[config.mk]
export PLATFORM = sky130hd
export DESIGN_NAME = pipelined_antilog_converter_flat
export DESIGN_NICKNAME = d
export VERILOG_FILES = /design/src/rtl/pipelined_antilog_converter_if.sv /design/src/rtl/pipelined_antilog_converter.sv /design/src/flat_wrapper.sv
export SDC_FILE = /design/constraint.sdc
export NUM_CORES = 1
export LEC_CHECK = 0
export CAP_MARGIN = 20
export CORE_UTILIZATION = 50
export CTS_BUF_LIST = sky130_fd_sc_hd__clkbuf_2
export DETAILED_ROUTE_END_ITERATION = 6
export PLACE_DENSITY = 0.76
export SLEW_MARGIN = 20
export SYNTH_ARGS = -nofsm -noshare
export SYNTH_HDL_FRONTEND = slang
export SYNTH_SLANG_ARGS = --single-unit
export TNS_END_PERCENT = 50
[constraint.sdc]
create_clock -name clk -period 2.61 [get_ports clk]
set_clock_uncertainty 0.1 [all_clocks]
set_input_delay 0.522 -clock clk [delete_from_list [all_inputs] [get_ports clk]]
set_output_delay 0.522 -clock clk [all_outputs]
set_load 0.005 [all_outputs]
[src/rtl/pipelined_antilog_converter_if.sv]
// pipelined_antilog_converter_if: log-domain input beat and linear result beat with valid/ready
interface pipelined_antilog_converter_if #(
    parameter int K_W   = 4,
    parameter int F_W   = 7,
    parameter int OUT_W = 16
);
    logic                 in_valid;
    logic                 in_ready;
    logic [K_W+F_W-1:0]   log_result;
    logic                 fraction_sum_carry;
    logic                 in_zero;
    logic                 out_valid;
    logic                 out_ready;
    logic [OUT_W-1:0]     result;
    logic                 overflow;
    modport master (
        output in_valid, log_result, fraction_sum_carry, in_zero, out_ready,
        input  in_ready, out_valid, result, overflow
    );
    modport slave (
        input  in_valid, log_result, fraction_sum_carry, in_zero, out_ready,
        output in_ready, out_valid, result, overflow
    );
endinterface

[src/rtl/pipelined_antilog_converter.sv]
// pipelined_antilog_converter: 2-stage log-to-linear antilog with carry, zero bypass, saturation and backpressure
// Define ANTILOG_ROUND_EN for round-half-up instead of truncation.
module pipelined_antilog_converter #(
    parameter int K_W   = 4,
    parameter int F_W   = 7,
    parameter int OUT_W = 16
) (
    input logic clk,
    input logic reset,
    pipelined_antilog_converter_if.slave bus
);
    localparam int E_W  = K_W + 1;
    localparam int SH_W = F_W + (2 ** E_W);
    logic             s1_valid;
    logic             s1_zero;
    logic [E_W-1:0]   s1_k;
    logic [F_W:0]     s1_m;
    logic             s1_load;
    logic             s2_load;
    logic             ovf;
    logic [SH_W-1:0]  raw;
    logic [OUT_W-1:0] res;
    assign s2_load     = !bus.out_valid || bus.out_ready;
    assign s1_load     = !s1_valid || s2_load;
    assign bus.in_ready = s1_load;
`ifdef ANTILOG_ROUND_EN
    logic [SH_W-1:0] half;
    // keep one extra fractional bit so its value can round the result up
    assign half = (SH_W'(s1_m) << s1_k) >> (F_W - 1);
    assign raw  = (half >> 1) + SH_W'(half[0]);
`else
    assign raw = (SH_W'(s1_m) << s1_k) >> F_W;
`endif
    assign ovf = !s1_zero && |raw[SH_W-1:OUT_W];
    assign res = s1_zero ? '0 : ovf ? '1 : raw[OUT_W-1:0];
    always_ff @(posedge clk) begin
        if (reset) begin
            s1_valid      <= 1'b0;
            s1_zero       <= 1'b0;
            s1_k          <= '0;
            s1_m          <= '0;
            bus.out_valid <= 1'b0;
            bus.result    <= '0;
            bus.overflow  <= 1'b0;
        end else begin
            if (s1_load) begin
                s1_valid <= bus.in_valid;
                if (bus.in_valid) begin
                    s1_k    <= E_W'(bus.log_result[K_W+F_W-1:F_W]) + E_W'(bus.fraction_sum_carry);
                    s1_m    <= {1'b1, bus.log_result[F_W-1:0]};
                    s1_zero <= bus.in_zero;
                end
            end
            if (s2_load) begin
                bus.out_valid <= s1_valid;
                if (s1_valid) begin
                    bus.result   <= res;
                    bus.overflow <= ovf;
                end
            end
        end
    end
endmodule
[src/flat_wrapper.sv]
// flat-port wrapper written by rule: the top's interface ports become plain ports
module pipelined_antilog_converter_flat 
#(
    parameter int K_W   = 4,
    parameter int F_W   = 7,
    parameter int OUT_W = 16
)
  (clk, reset, bus_in_valid, bus_log_result, bus_fraction_sum_carry, bus_in_zero, bus_out_ready, bus_in_ready, bus_out_valid, bus_result, bus_overflow);
  pipelined_antilog_converter_if #(.K_W(K_W), .F_W(F_W), .OUT_W(OUT_W)) bus_i ();
  input logic clk;
  input logic reset;
  input wire logic [$bits(bus_i.in_valid)-1:0] bus_in_valid;
  input wire logic [$bits(bus_i.log_result)-1:0] bus_log_result;
  input wire logic [$bits(bus_i.fraction_sum_carry)-1:0] bus_fraction_sum_carry;
  input wire logic [$bits(bus_i.in_zero)-1:0] bus_in_zero;
  input wire logic [$bits(bus_i.out_ready)-1:0] bus_out_ready;
  output wire logic [$bits(bus_i.in_ready)-1:0] bus_in_ready;
  output wire logic [$bits(bus_i.out_valid)-1:0] bus_out_valid;
  output wire logic [$bits(bus_i.result)-1:0] bus_result;
  output wire logic [$bits(bus_i.overflow)-1:0] bus_overflow;
  assign bus_i.in_valid = bus_in_valid;
  assign bus_i.log_result = bus_log_result;
  assign bus_i.fraction_sum_carry = bus_fraction_sum_carry;
  assign bus_i.in_zero = bus_in_zero;
  assign bus_i.out_ready = bus_out_ready;
  assign bus_in_ready = bus_i.in_ready;
  assign bus_out_valid = bus_i.out_valid;
  assign bus_result = bus_i.result;
  assign bus_overflow = bus_i.overflow;
  pipelined_antilog_converter #(.K_W(K_W), .F_W(F_W), .OUT_W(OUT_W)) u_core (.clk(clk), .reset(reset), .bus(bus_i));
endmodule
==> flow_metrics.env <==
export IMPL_crit_path_end_kind="register"
export IMPL_wire_per_inst_um=15.6
export IMPL_drt_initial_drc_count=285
export IMPL_ctsHoldBuffers=0
export IMPL_crit_type="reg -> reg"
export IMPL_die_area_um2=4640
export IMPL_slowest_stage="dfxtp_1"
export IMPL_p_clk_share_pct=20.7
export IMPL_timing_final_crit_share_pct=93.3
export IMPL_grt_pass1_vias=2007
export IMPL_grt_pass1_wl_mm=9.58
export IMPL_synth_main_ff_cell="dfxtp_1"
export IMPL_ys_warn_count=0
export IMPL_grt_use_total_pct=27.6
export IMPL_cts_sinks=33
export IMPL_htree_levels=2
export IMPL_clk_latency_ns=0.36
export IMPL_crit_fanout=16
export IMPL_internal_power_w=0.000724
export IMPL_holdWs_ns=0.389
export IMPL_cp_num_buf_inv=2
export IMPL_wl_mm=5.81
export IMPL_num_rows=23
export IMPL_crit_required_ns=2.76
export IMPL_cts_tree="done"
export IMPL_cts_root_buf="clkbuf_2"
export IMPL_max_cap_violations=0
export IMPL_p_switching_w=0.000358
export IMPL_tightest_slew_ns=0.649
export IMPL_min_from="u_core.bus.overflow"
export IMPL_min_period_ns=2.43
export IMPL_synth_nets=304
export IMPL_synth_cells=285
export IMPL_post_cts_buffers=0
export IMPL_place_congestion=0.932
export IMPL_clkTransAtPathRegs_ns=0.15
export IMPL_max_vdd_ir_drop_uv=268
export IMPL_critPathLaunch="u_core.s1_k[3]"
export IMPL_max_freq_mhz=411
export IMPL_pin_count=36
export IMPL_nets=341
export IMPL_final_cell_mix="nand2_1 (40), clkdlybuf4s50_1 (35), dfxtp_1 (33)"
export IMPL_combPwrFrac_pct=27.7
export IMPL_die_height_um=68.1
export IMPL_syn_area_per_cell_um2=7.67
export IMPL_diodes=0
export IMPL_initial_core_util_pct=53.5
export IMPL_final_common_cell="nand2_1"
export IMPL_io_buffers=35
export IMPL_async_flop_share_pct=0
export IMPL_regToRegSetupSlack_ns=0.18
export IMPL_viasPerCell=6.22
export IMPL_cts_buffer_depth=2
export IMPL_p_seq_share_pct=51.6
export IMPL_drc=0
export IMPL_numCtsBuffers=5
export IMPL_grt_overflow_total=0
export IMPL_synth_seq_cells=33
export IMPL_cpPeakStageDelay_ns=0.66
export IMPL_grt_max_degree=31
export IMPL_crit_arrival_ns=2.59
export IMPL_fin_ws_ns=0.175
export IMPL_drv_slew=0
export IMPL_crit_path_start_kind="register"
export IMPL_postRouteAntennaNets=0
export IMPL_finalHoldViolCount=0
export IMPL_grt_setup_unrepaired="false"
export IMPL_slew_headroom_pct=56.6
export IMPL_fin_setup_tns_ns=0
export IMPL_firstDrtPassIters=5
export IMPL_dpl_worst_slack_ns=0.135
export IMPL_yosysUniqueCellTypes=57
export IMPL_hold_class="reg -> reg"
export IMPL_core_area_um2=4090
export IMPL_synth_edff_count=0
export IMPL_antenna_found_initial=0
export IMPL_synth_area_um2=2190
export IMPL_synth_seq_area_share_pct=30.2
export IMPL_r2r_start="u_core.s1_k[3]"
export IMPL_fin_total_pwr_w=0.00108
export IMPL_setup_viol=0
export IMPL_crit_chain="inv_1 > nor4_1 > nor3_1 > a32o_1 > o41ai_4 > buf_4 > o211ai_1"
export IMPL_die_width_um=68.1
export IMPL_dr_total_vias=2312
export IMPL_sw_frac_of_total_pct=33.1
export IMPL_cp_top_family="compound AO/OA/AOI/OAI gates"
export IMPL_powerDensity_nw_per_um2=402
export IMPL_drive_above_1_share_pct=10.9
export IMPL_leakage_nw=0.925
export IMPL_place_hpwl_mm=4.28
export IMPL_status="finished clean"
export IMPL_area_growth_pct=23.0
==> worst min-delay path: cells and delay by family, from the launching register on <==
kind,cells,cell delay (ns)
DFF,1,0.34
and+or+nand+nor,2,0.11
==> path summary, 6_finish.rpt <==
kind | to | depth (start not counted)
worst max-delay path | u_core.bus.result[14] | 7
worst min-delay path | u_core.bus.overflow | 2
worst max register to register | u_core.bus.result[14] | 7
worst min register to register | u_core.bus.overflow | 2
==> cells in the mapped netlist, types with 6 or more instances <==
master     n  share of area [%]
clkbuf_1   8                1.4
nand2b_1   6                1.7
nand2_1   40                6.9
nor3_1     8                1.8
nor2_1    25                4.3
inv_1      6                1.0
nor2b_1    7                2.0
dfxtp_1   33                 30
o21ai_0    9                2.1
nand3_1    6                1.4
o211ai_1  14                4.8
a21oi_1   28                6.4
==> layer usage <==
layer / share of wire (%) / wire length [um] / GRT usage, % / vias to the layer above
met3: 5.6 / 323 / 4.83 / 11
met4: 1.9 / 110 / 9.90 / 0
li1: - / - / - / 1128
met2: 45 / 2610 / 40.7 / 90
met5: 0 / 0 / 0 / -
met1: 48 / 2770 / 39.8 / 1083
==> kinds of logic (layout without fill, tap and decap cells) <==
| kind of cell | after synthesis | after routing | share of synthesized area [%] |
|---|---|---|---|
| DFF | 33 | 33 | 30.2 |
| muxes | 11 | 11 | 5.72 |
| buffers and inverters | 27 | 64 | 6.29 |
| and+or+nand+nor | 114 | 114 | 25.3 |
| AOI/OAI and AO/OA | 95 | 95 | 30.1 |
| xor gates and xnor gates | 3 | 3 | 1.20 |
| adders and majority gates | 2 | 2 | 1.14 |
==> repair_timing <==
item,CTS,global route
setup endpoints to repair,0,15
resized for setup,0,5
endpoints found under the hold margin,0,0
==> final cells by class <==
class | count | area (um^2)
multi-input combinational | 225 | 1430
fill | 352 | 1400
sequential | 33 | 661
timing repair buffer | 51 | 483
tap | 50 | 62.6
clock buffer | 6 | 30.0
inverter | 6 | 22.5
clock inverter | 1 | 3.75
==> through the flow <==
| step | utilization, % | instance area, um^2 | std cells |
|---|---|---|---|
| 4_1_cts | 64.9 | 2650 | 372 |
| 3_5_place_dp | 64.1 | 2620 | 365 |
| 5_1_grt | 65.8 | 2690 | 372 |
| 3_3_place_gp | 64.1 | 2620 | 365 |
| 6_report | 65.8 | 2690 | 372 |
| 2_1_floorplan | - | 2190 | 285 |
==> sequential cells by signal, summed over array words and instances (netlist names) <==
| name | flops |
|---|---|
| u_core.bus.result | 16 |
| u_core.bus.overflow | 1 |
| u_core.bus.out_valid | 1 |
| u_core.s1_k | 5 |
| u_core.s1_zero | 1 |
| u_core.s1_m | 8 |
| u_core.s1_valid | 1 |
==> power groups by stage <==
stage	sequential (W)	clock [W]	combinational, W
5_1_grt	0.000563	0.000254	0.000326
3_5_place_dp	0.000566	0	0.000287
4_1_cts	0.000555	0.000229	0.000288
2_1_floorplan	0.000553	0	0.000196
3_3_place_gp	0.000566	0	0.000285
6_report	0.000559	0.000224	0.000299
Note: power is estimated with default switching activity, not from simulation.
